**src/rtl/dwt_pass_scheduler.sv**
```systemverilog
// dwt_pass_scheduler
// Sequencer for the 2D DWT lifting/MAC datapath. For every decomposition
// level it issues read-pointer pairs for a row pass (mode 0) then a column
// pass (mode 1), honouring ready/valid backpressure and a cap on in-flight
// pairs. Between passes it drains outstanding write-backs, then flips the
// ping-pong bank (o_mode). Pulses done after the final column pass.
// Optional feature: define DWT_PASS_PERF_EN to add the 32-bit saturating
// o_stall_cycles counter.
module dwt_pass_scheduler #(
  parameter int HEIGHT              = 256,
  parameter int WIDTH               = 256,
  parameter int DECOMPOSITION_LEVEL = 1,
  parameter int MAX_INFLIGHT        = 8,
  localparam int PW                 = $clog2(WIDTH)
) (
  input  logic          clk,
  input  logic          rst,
  input  logic          start,
  output logic          busy,
  output logic          done,
  output logic          o_rd_valid,
  input  logic          i_rd_ready,
  output logic          o_mode,
  output logic [2:0]    o_level,
  output logic [PW-1:0] o_row_column_pointer,
  output logic [PW-1:0] o_pixel_pointer,
  output logic          o_last_pixel,
  input  logic          i_wb_valid,
  output logic          o_pass_done,
  output logic          o_err
`ifdef DWT_PASS_PERF_EN
  ,
  output logic [31:0]   o_stall_cycles
`endif
);

  // Internal pointers are sized for the larger image dimension so a column
  // pass on a tall image still fits.
  localparam int IW = $clog2((HEIGHT > WIDTH) ? HEIGHT : WIDTH);
  localparam int CW = $clog2(MAX_INFLIGHT) + 1;

  localparam logic [IW:0]   H_FULL     = (IW+1)'(HEIGHT);
  localparam logic [IW:0]   W_FULL     = (IW+1)'(WIDTH);
  localparam logic [CW-1:0] CAP        = CW'(MAX_INFLIGHT);
  localparam logic [2:0]    LAST_LEVEL = 3'(DECOMPOSITION_LEVEL - 1);

  typedef enum logic [2:0] {
    S_IDLE,
    S_ISSUE,
    S_DRAIN,
    S_SWITCH,
    S_DONE
  } state_t;

  state_t        state;
  logic [IW-1:0] pix_ptr;
  logic [IW-1:0] rc_ptr;
  logic [CW-1:0] outstanding;
  logic [IW:0]   pix_limit;
  logic [IW:0]   rc_limit;
  logic          last_pix;
  logic          last_rc;
  logic          xfer;

  // Pass extents at the current level: a row pass walks WIDTH along HEIGHT
  // rows, a column pass walks HEIGHT along WIDTH columns.
  always_comb begin
    // NOTE: every output of this block gets a default first so no path can
    // leave it unassigned and infer a latch.
    pix_limit = W_FULL >> o_level;
    rc_limit  = H_FULL >> o_level;
    if (o_mode) begin
      pix_limit = H_FULL >> o_level;
      rc_limit  = W_FULL >> o_level;
    end
  end

  assign last_pix = ({1'b0, pix_ptr} == pix_limit - (IW+1)'(2));
  assign last_rc  = ({1'b0, rc_ptr} == rc_limit - (IW+1)'(1));

  // Valid depends only on registered state, never on i_rd_ready.
  assign o_rd_valid           = (state == S_ISSUE) && (outstanding < CAP);
  assign xfer                 = o_rd_valid && i_rd_ready;
  assign o_last_pixel         = (state == S_ISSUE) && last_pix;
  assign o_pixel_pointer      = pix_ptr[PW-1:0];
  assign o_row_column_pointer = rc_ptr[PW-1:0];

  // Pass sequencing FSM plus the outstanding write-back tracker.
  always_ff @(posedge clk) begin
    if (rst) begin
      // NOTE: sequential state uses non-blocking assignments only, so every
      // register samples the pre-edge values of its neighbours.
      state       <= S_IDLE;
      busy        <= 1'b0;
      done        <= 1'b0;
      o_pass_done <= 1'b0;
      o_err       <= 1'b0;
      o_mode      <= 1'b0;
      o_level     <= 3'd0;
      pix_ptr     <= '0;
      rc_ptr      <= '0;
      outstanding <= '0;
    end else begin
      done        <= 1'b0;
      o_pass_done <= 1'b0;

      // A transfer and a write-back in the same cycle cancel out.
      case ({xfer, i_wb_valid})
        2'b10: outstanding <= outstanding + CW'(1);
        2'b01: begin
          if (outstanding != '0) outstanding <= outstanding - CW'(1);
          else                   o_err       <= 1'b1;
        end
        default: ;
      endcase

      case (state)
        S_IDLE: begin
          if (start) begin
            state   <= S_ISSUE;
            busy    <= 1'b1;
            o_mode  <= 1'b0;
            o_level <= 3'd0;
            pix_ptr <= '0;
            rc_ptr  <= '0;
          end
        end
        S_ISSUE: begin
          if (xfer) begin
            if (last_pix) begin
              pix_ptr <= '0;
              if (last_rc) begin
                rc_ptr <= '0;
                state  <= S_DRAIN;
              end else begin
                rc_ptr <= rc_ptr + IW'(1);
              end
            end else begin
              pix_ptr <= pix_ptr + IW'(2);
            end
          end
        end
        S_DRAIN: begin
          if (outstanding == '0) begin
            state       <= S_SWITCH;
            o_pass_done <= 1'b1;
          end
        end
        S_SWITCH: begin
          if (!o_mode) begin
            o_mode <= 1'b1;
            state  <= S_ISSUE;
          end else if (o_level == LAST_LEVEL) begin
            state <= S_DONE;
            done  <= 1'b1;
          end else begin
            o_mode  <= 1'b0;
            o_level <= o_level + 3'd1;
            state   <= S_ISSUE;
          end
        end
        S_DONE: begin
          busy  <= 1'b0;
          state <= S_IDLE;
        end
        default: state <= S_IDLE;
      endcase
    end
  end

`ifdef DWT_PASS_PERF_EN
  // Saturating count of ISSUE/DRAIN cycles in which no pair moved.
  always_ff @(posedge clk) begin
    if (rst) begin
      o_stall_cycles <= '0;
    end else if (state == S_IDLE && start) begin
      o_stall_cycles <= '0;
    end else if ((state == S_ISSUE || state == S_DRAIN) && !xfer &&
                 o_stall_cycles != 32'hFFFF_FFFF) begin
      o_stall_cycles <= o_stall_cycles + 32'd1;
    end
  end
`endif

endmodule

```
**config.mk**
```make
export PLATFORM = sky130hd
export DESIGN_NAME = dwt_pass_scheduler
export DESIGN_NICKNAME = d
export VERILOG_FILES = /design/src/rtl/dwt_pass_scheduler.sv
export SDC_FILE = /design/constraint.sdc
export NUM_CORES = 1
export LEC_CHECK = 0
export ABC_CLOCK_PERIOD_IN_PS = 5900
export BUFFER_PORTS_ARGS = -buffer_cell sky130_fd_sc_hd__buf_2
export CAP_MARGIN = 10
export CORE_MARGIN = 1.5
export CORE_UTILIZATION = 61
export CTS_CLUSTER_SIZE = 10
export DETAILED_ROUTE_END_ITERATION = 12
export GPL_TIMING_DRIVEN = 1
export PLACE_DENSITY = 0.85
export SLEW_MARGIN = 30
export SYNTH_ARGS = -nofsm -noshare
export SYNTH_HDL_FRONTEND = slang
export SYNTH_SLANG_ARGS = --single-unit
```
**constraint.sdc**
```tcl
create_clock -name clk -period 5.9 [get_ports clk]
set_input_delay 0 -clock clk [delete_from_list [all_inputs] [get_ports clk]]
set_output_delay 0 -clock clk [all_outputs]
set_load 0.05 [all_outputs]
```
==> results.tsv, run 1 <==
stage	metric	value	unit
clock_tree	cts_tree	done	
sta	max_clock_freq	295	MHz
yosys	synthFlopType	dfxtp_1	
grt	grt_usage	25.7	%
yosys	ys_seq_elements	30	
clock_tree	h-tree-depth	2	
sta	tightest_slew	900	ps
final_layout	n_antenna_cell	0	
floorplanning	die_h	60.6	um
yosys	ys_top_cells_by_count	dfxtp_1 (30), nor2_1 (23), nand2_1 (19)	
floorplanning	chipWidth	60.6	um
power_and_ir_drop	p_sw	0.185	mW
clock_tree	clock-sinks	30	
routing	drt_iter0_drc	102	
power_and_ir_drop	switching_share	35.7	%
clock_tree	cts_setup_buffers	0	
grt	grt_pass1_vias	1518	
power_and_ir_drop	power.internal	0.334	mW
yosys	synth_compound_area_share	19.9	%
place	gp_congestion	0.908	
worst_setup_path	crit_arrival	3620	ps
sta	fin_crit	3390	ps
sta	skew	15.7	ps
grt	grt_start_max_net_pins	31	
routing	firstDrtPassIters	4	
yosys	synth_top_family_by_area	simple AND/OR/NAND/NOR gates	
yosys	synth_area_per_cell	8.53	um2
worst_setup_path	worstSetupStartpointType	register	
place	dp_hpwl	3280	um
yosys	synth-simple-area-share	24.8	%
yosys	syn_area	2020	um2
clock_tree	root_buffer	clkbuf_4	
routing	wl	4440	um
sta	setup_slack	2510	ps
worst_setup_path	crit_start	o_level[0]	
yosys	synth_fp_nets	255	
hold_path	hold_class	in -> reg	
floorplanning	start_util	65.2	%
power_and_ir_drop	powerDensity	234	nW/um2
floorplanning	die_area	3670	um2
yosys	async_flop_share	0	%
floorplanning	rows	20	
yosys	synth_most_common_cell	dfxtp_1	
worst_setup_path	critPathKind	reg -> reg	
routing	vias_per_cell	5.73	
final_layout	area_delta_synth_final	9.65	%
power_and_ir_drop	p_clk_share	23.2	%
yosys	synth.area.top_cells	dfxtp_1 (30%), ha_1 (7.4%), xor2_1 (5.2%)	
power_and_ir_drop	ir_drop	0.242	mV
hold_path	min_from	start	
sta	max_slew_margin	39.5	%
final_layout	drive_above_1_share	19.1	%
grt	antenna_found_initial	0	
clock_tree	insertion_delay	330	ps
yosys	synth_fa_ha_area_share	8.42	%
place	dp_cells	300	
power_and_ir_drop	leakage	0.992	nW
final_layout	instances_no_fill	306	
clock_tree	cts_resized	0	
sta	drv_slew	0	
yosys	synth_xor_area_share	10.2	%
final_layout	nNetsFinal	281	
worst_setup_path	reg2reg_from	o_level[0]	
place	pre_cts_slack	2570	ps
routing	vias	1754	
routing	ant_nets	0	
grt	grt-ovfl-total	0	
sta	setup_viol	0	
floorplanning	core	3100	um2
sta	hold_violations	0	
sta	finalCritPeriodShare	57.4	%
worst_setup_path	end_kind	register	
clock_tree	cts_buffer_depth	2	
clock_tree	hold_buffers	0	
yosys	synth-edff-count	0	
yosys	yosysSeqAreaShare	29.7	%
yosys	yosysTopAreaCell	dfxtp_1	
worst_setup_path	cp_max_fo	8	
clock_tree	cts_inserted_buffers	5	
grt	grt_first_pass_wirelength	7040	um
yosys	synth_top_area_share	29.7	%
final_layout	final_util	71.5	%
yosys	yosys_warnings	0	
yosys	syn_inst	237	
power_and_ir_drop	sequentialPowerShare	46.1	%
outcome	status	finished clean	
yosys	ys_types	54	
clock_tree	clk_pin_slew	100	ps
routing	drc	0	
place	port_buffers	29	
power_and_ir_drop	pwr-share-comb	30.7	%
routing	wl_per_cell	14.5	um
yosys	synth_mux_area_share	1.98	%
worst_setup_path	critPathRequiredTime	6130	ps
flow_run	drv_cap	0	
sta	finalSetupTns	0	ps
sta	rsz0062_at_grt	no	
final_layout	design_area	2220	um2
place	placed_area	2170	um2
floorplanning	ios	31	
-- layout make-up --
cell class | instances | area (um2)
timing repair buffer | 29 | 145
tap | 44 | 55.1
inverter | 11 | 41.3
multi-input combinational | 186 | 1320
fill | 265 | 886
sequential | 30 | 601
clock buffer | 6 | 51.3
-- metal layers --
| metal | part of all wire (%) | global-route usage (%) | routed length, um |
|---|---|---|---|
| met1 | 48 | 36.2 | 2120 |
| met2 | 46 | 39.9 | 2060 |
| met3 | 4.2 | 5.33 | 187 |
| met4 | 1.6 | 7.45 | 70 |
| met5 | 0 | 0 | 0 |
-- logic make-up (layout without fill, tap and decap cells) --
kind of cell               after synthesis  in the layout
and+or+nand+nor                         93             93
AOI/OAI and AO/OA                       53             53
DFF                                     30             30
xor gates and xnor gates                22             22
buffers and inverters                   21             46
adders and majority gates               13             13
muxes                                    4              4
other                                    1              1
-- worst max-delay path, cell delays in order, from the launching register on --
cell and delay (ps):
dfxtp_1 430, ha_1 240, ha_1 440, inv_1 90
ha_1 310, o21ba_2 240, o311ai_0 90, o21ai_0 280
xnor2_1 380, a31oi_2 240, nand2b_4 250, o41ai_2 320
-- power by group through the flow --
stage / combinational [mW] / sequential (mW) / clock (mW)
finish: 0.159 / 0.239 / 0.120
global route: 0.180 / 0.242 / 0.130
CTS: 0.160 / 0.239 / 0.122
detailed placement: 0.159 / 0.243 / 0
global placement: 0.154 / 0.242 / 0
floorplan: 0.114 / 0.257 / 0
-- stage by stage --
step                hold slack [ps]  total power, mW
floorplan                       189            0.371
global placement                337            0.397
detailed placement              356            0.402
CTS                            19.9            0.520
global route                   49.1            0.552
finish                         23.8            0.519
-- cells in the final DEF (no fill, tap or decap), types with 3 or more instances in the layout --
cell	count
nand3_1	6
clkbuf_4	5
a211oi_1	5
a21oi_1	12
or3_1	6
o21ai_0	10
nor3_1	12
a32oi_1	4
nand2_1	19
xnor2_1	9
buf_2	29
ha_1	12
xor2_1	12
inv_1	10
nor3b_1	3
dfxtp_1	30
nand2b_1	4
nor2_1	23
and3_1	6
mux2i_1	4
o21ai_1	3
-- worst paths after layout --
path,endpoint,slack [ps],cells past startpoint
max reg2reg,o_row_column_pointer[6],2510,11
max,o_row_column_pointer[6],2510,11
min reg2reg,busy,540,2
min,busy,20,3
-- flip-flops by register name (all words and copies together), names as in the netlist --
name,flops
done,1
o_row_column_pointer,8
state,3
o_level,3
outstanding,4
o_pass_done,1
busy,1
o_mode,1
o_pixel_pointer,7
o_err,1
(Power assumes the default switching activity.)
==> inputs of run 2 (changes only) <==
--- a/config.mk
+++ b/config.mk
@@ -5,15 +5,16 @@
 export SDC_FILE = /design/constraint.sdc
 export NUM_CORES = 1
 export LEC_CHECK = 0
-export ABC_CLOCK_PERIOD_IN_PS = 5900
+export ABC_AREA = 1
+export ABC_CLOCK_PERIOD_IN_PS = 3100
 export BUFFER_PORTS_ARGS = -buffer_cell sky130_fd_sc_hd__buf_2
 export CAP_MARGIN = 10
 export CORE_MARGIN = 1.5
-export CORE_UTILIZATION = 61
+export CORE_UTILIZATION = 51
 export CTS_CLUSTER_SIZE = 10
 export DETAILED_ROUTE_END_ITERATION = 12
 export GPL_TIMING_DRIVEN = 1
-export PLACE_DENSITY = 0.85
+export PLACE_DENSITY = 0.76
 export SLEW_MARGIN = 30
 export SYNTH_ARGS = -nofsm -noshare
 export SYNTH_HDL_FRONTEND = slang
==> constraint.sdc (replaced) <==
create_clock -name clk -period 3.1 [get_ports clk]
set_input_delay 0 -clock clk [delete_from_list [all_inputs] [get_ports clk]]
set_output_delay 0 -clock clk [all_outputs]
set_load 0.05 [all_outputs]
==> run 2 against run 1 <==
  * Worst hold slack better by 31 ps
  * Area after synthesis is 1.1% higher
  * Wire length is 7.0% higher
  * Register-to-register slack worse by 2100 ps
  * Flip-flop and latch count stayed put
  * Worst setup slack worse by 2200 ps
  * Clock power grew to 3.2 times the previous value
  * Count of clock-buffer cells in the layout is 1 higher
  * Clock skew is 7.5 ps lower
  * Critical path type is now reg -> out
  * Largest cell class unchanged
  * Largest power group unchanged
==> results.tsv, run 2 <==
stage	metric	value	unit	change
worst_setup_path	critPathRequiredTime	3100	ps	was 6130 ps
routing	wl	4740	um	was 4440 um
worst_setup_path	regToRegSetupSlack	370	ps	was 2510 ps
power_and_ir_drop	power.internal	0.758	mW	was 0.334 mW
final_layout	layout_common_cells	nand2_1 (72), nand3_1 (46), inv_1 (39)		was dfxtp_1 (30), buf_2 (29), nor2_1 (23)
floorplanning	die_area	4400	um2	was 3670 um2
final_layout	nNetsFinal	364		was 281
yosys	yosys_warnings	0		unchanged
power_and_ir_drop	switching_share	34.7	%	was 35.7%
sta	rsz0062_at_grt	no		unchanged
hold_path	hold_class	in -> reg		unchanged
worst_setup_path	crit_family	adder cells		was compound AO/OA/AOI/OAI gates
grt	grt_pass1_vias	1847		was 1518
clock_tree	clk_pin_slew	70	ps	was 100 ps
power_and_ir_drop	powerDensity	498	nW/um2	was 234 nW/um2
power_and_ir_drop	leakage	1.15	nW	was 0.992 nW
sta	finalSetupTns	0	ps	unchanged
sta	setup_viol	0		unchanged
power_and_ir_drop	ir_drop	0.466	mV	was 0.242 mV
routing	firstDrtPassIters	4		unchanged
worst_setup_path	cp_max_fo	8		unchanged
yosys	async_flop_share	0	%	unchanged
power_and_ir_drop	pwr-share-comb	27.9	%	was 30.7%
routing	drc	0		unchanged
clock_tree	cts_tree	done		unchanged
worst_setup_path	slowest_stage	ha_1		unchanged
final_layout	final_common_cell	nand2_1		was dfxtp_1
sta	hold_violations	0		unchanged
flow_run	drv_cap	0		unchanged
clock_tree	h-tree-depth	2		unchanged
clock_tree	cts_resized	0		unchanged
floorplanning	die_h	66.3	um	was 60.6 um
floorplanning	start_util	54.6	%	was 65.2%
clock_tree	hold_buffers	0		unchanged
worst_setup_path	end_kind	output pin		was register
yosys	yosysTopAreaCell	dfxtp_1		unchanged
power_and_ir_drop	p_clk_share	32.8	%	was 23.2%
clock_tree	cts_setup_buffers	0		unchanged
worst_setup_path	crit_start	o_level[1]		was o_level[0]
yosys	syn_area	2040	um2	was 2020 um2
sta	skew	8.19	ps	was 15.7 ps
grt	grt_usage	23.6	%	was 25.7%
worst_setup_path	critPathKind	reg -> out		was reg -> reg
final_layout	largest_reg_flops	8		unchanged
place	gp_congestion	0.891		was 0.908
yosys	synth_area_per_cell	6.51	um2	was 8.53 um2
routing	drt_iter0_drc	97		was 102
worst_setup_path	worstRegToRegCells	16		was 11
sta	fin_crit	2820	ps	
sta	finalCritPeriodShare	90.8	%	
outcome	status	finished clean		unchanged
place	dp_hpwl	3800	um	was 3280 um
final_layout	area_delta_synth_final	14.3	%	was 9.65%
clock_tree	cts_buffer_depth	2		unchanged
worst_setup_path	r2r_end	o_row_column_pointer[6]		unchanged
clock_tree	clock-sinks	30		unchanged
power_and_ir_drop	p_sw	0.403	mW	was 0.185 mW
worst_setup_path	reg2reg_from	o_level[1]		was o_level[0]
floorplanning	rows	22		was 20
worst_setup_path	cpPeakStageDelay	410	ps	was 440 ps
routing	ant_nets	0		unchanged
clock_tree	cts_inserted_buffers	5		unchanged
yosys	synth_most_common_cell	nand2_1		was dfxtp_1
sta	drv_slew	0		unchanged
yosys	yosysSeqAreaShare	29.4	%	was 29.7%
grt	antenna_found_initial	0		unchanged
clock_tree	insertion_delay	280	ps	was 330 ps
yosys	ys_seq_elements	30		unchanged
routing	wl_per_cell	12.0	um	was 14.5 um
worst_setup_path	critPathCapture	o_last_pixel		was o_row_column_pointer[6]
worst_setup_path	path_buf_inv	3		was 1
grt	grt_first_pass_wirelength	8060	um	was 7040 um
worst_setup_path	cpMostUsedCell	ha_1		unchanged
worst_setup_path	crit_arrival	2820	ps	was 3620 ps
worst_setup_path	cp.depth	13		was 11
yosys	synth_fp_nets	332		was 255
final_layout	n_antenna_cell	0		unchanged
final_layout	drive_above_1_share	16.1	%	was 19.1%
grt	grt-ovfl-total	0		unchanged
place	port_buffers	29		unchanged
floorplanning	chipWidth	66.3	um	was 60.6 um
yosys	synth-edff-count	0		unchanged
routing	vias_per_cell	5.29		was 5.73
yosys	synthFlopType	dfxtp_1		unchanged
floorplanning	ios	31		unchanged
yosys	synth_top_area_share	29.4	%	was 29.7%
routing	vias	2091		was 1754
grt	grt_start_max_net_pins	14		was 31
place	placed_area	2230	um2	was 2170 um2
worst_setup_path	worstSetupStartpointType	register		unchanged
yosys	synth.area.top_cells	dfxtp_1 (29%), nand2_1 (13%), nand3_1 (11%)		was dfxtp_1 (30%), ha_1 (7.4%), xor2_1 (5.2%)
final_layout	design_area	2330	um2	was 2220 um2
yosys	ys_top_cells_by_count	nand2_1 (72), nand3_1 (46), inv_1 (39), nor2_1 (33), dfxtp_1 (30)		was dfxtp_1 (30), nor2_1 (23), nand2_1 (19)
worst_setup_path	crit_chain	ha_1, ha_1, clkinv_1, ha_1, inv_1, nand2_1, nand4_1, a21oi_1, nand3_1, nor2_1, nand2_1, nor2_1, buf_2		was ha_1, ha_1, inv_1, ha_1, o21ba_2, o311ai_0, o21ai_0, xnor2_1, a31oi_2, nand2b_4, o41ai_2
yosys	ys_types	29		was 54
sta	max_clock_freq	355	MHz	
floorplanning	core	3740	um2	was 3100 um2
yosys	syn_inst	314		was 237
power_and_ir_drop	sequentialPowerShare	39.3	%	was 46.1%
clock_tree	root_buffer	clkbuf_8		was clkbuf_4
==> run 2: cell count changes after synthesis, moves of 5 or more <==
cell,previous run,this run
nand2_1,19,72
nand3_1,6,46
inv_1,10,39
nand4_1,2,14
nor2_1,23,33
xnor2_1,9,1
nand2_2,0,7
and3_1,6,0
or3_1,6,0
xor2_1,12,6
inv_2,0,5
o21ai_0,10,5
==> run 2: metal layers <==
metal	track usage [%]	up-vias	share of wire [%]
li1	-	1088	-
met1	33.2	949	50
met4	8.42	0	1.3
met2	35.9	46	44
met3	4.43	8	4.6
met5	0	-	0
==> run 2: cell type report <==
| cell class | instances | area [um2] |
|---|---|---|
| Clock inverter | 1 | 30.0 |
| Timing Repair Buffer | 29 | 145 |
| Inverter | 45 | 169 |
| Multi-Input combinational cell | 235 | 1250 |
| Sequential cell | 30 | 601 |
| Tap cell | 48 | 60.1 |
| Fill cell | 374 | 1410 |
| Clock buffer | 7 | 76.3 |
==> run 2: worst register-to-register path, stage by stage, from the launching register on <==
cell and delay, ps:
dfxtp_1 370, ha_1 220, ha_1 250, clkinv_1 210
ha_1 410, nand2_1 90, inv_1 40, nor2_1 80
nand3_1 70, nor2_1 130, nand3_1 80, nor3_1 130
nand2_1 70, nand2_1 120, inv_1 120, o21ai_2 170
nor2_1 60
==> run 2: power by group through the flow <==
stage	Sequential [mW]	Clock [mW]	Combinational (mW)
2_1_floorplan	0.501	0	0.223
3_3_place_gp	0.464	0	0.321
3_5_place_dp	0.464	0	0.324
4_1_cts	0.455	0.387	0.327
5_1_grt	0.462	0.407	0.366
6_report	0.456	0.381	0.324
==> run 2: cell families (layout without fill, tap and decap cells) <==
| logic type | Yosys count | after routing | synth area share (%) |
|---|---|---|---|
| flops | 30 | 30 | 29.4 |
| buf+inv | 49 | 82 | 9.25 |
| other cells | 1 | 1 | 0.184 |
| simple gates | 187 | 187 | 42.3 |
| xor+xnor | 7 | 7 | 3.00 |
| compound gates | 27 | 27 | 7.53 |
| fa+ha+maj | 13 | 13 | 8.33 |
==> run 2: how the worst min path moves through the flow <==
stage,startpoint,endpoint,slack (ps),cells after the start
6_report,rst,busy,50,2
5_1_grt,rst,busy,80,2
4_1_cts,rst,busy,50,2
3_5_place_dp,rst,o_row_column_pointer[4],350,2
3_3_place_gp,rst,o_row_column_pointer[0],350,2
2_1_floorplan,rst,o_row_column_pointer[5],180,3
==> run 2: stage by stage <==
step | util, % | hold slack (ps) | setup slack (ps) | power [mW] | cells
finish | 62.4 | 54.9 | 284 | 1.16 | 395
global route | 62.4 | 76.9 | 31.7 | 1.24 | 395
floorplan | - | 180 | 204 | 0.724 | 314
detailed placement | 59.5 | 350 | 407 | 0.788 | 387
global placement | 59.5 | 348 | 512 | 0.785 | 387
CTS | 62.4 | 52.9 | 268 | 1.17 | 395
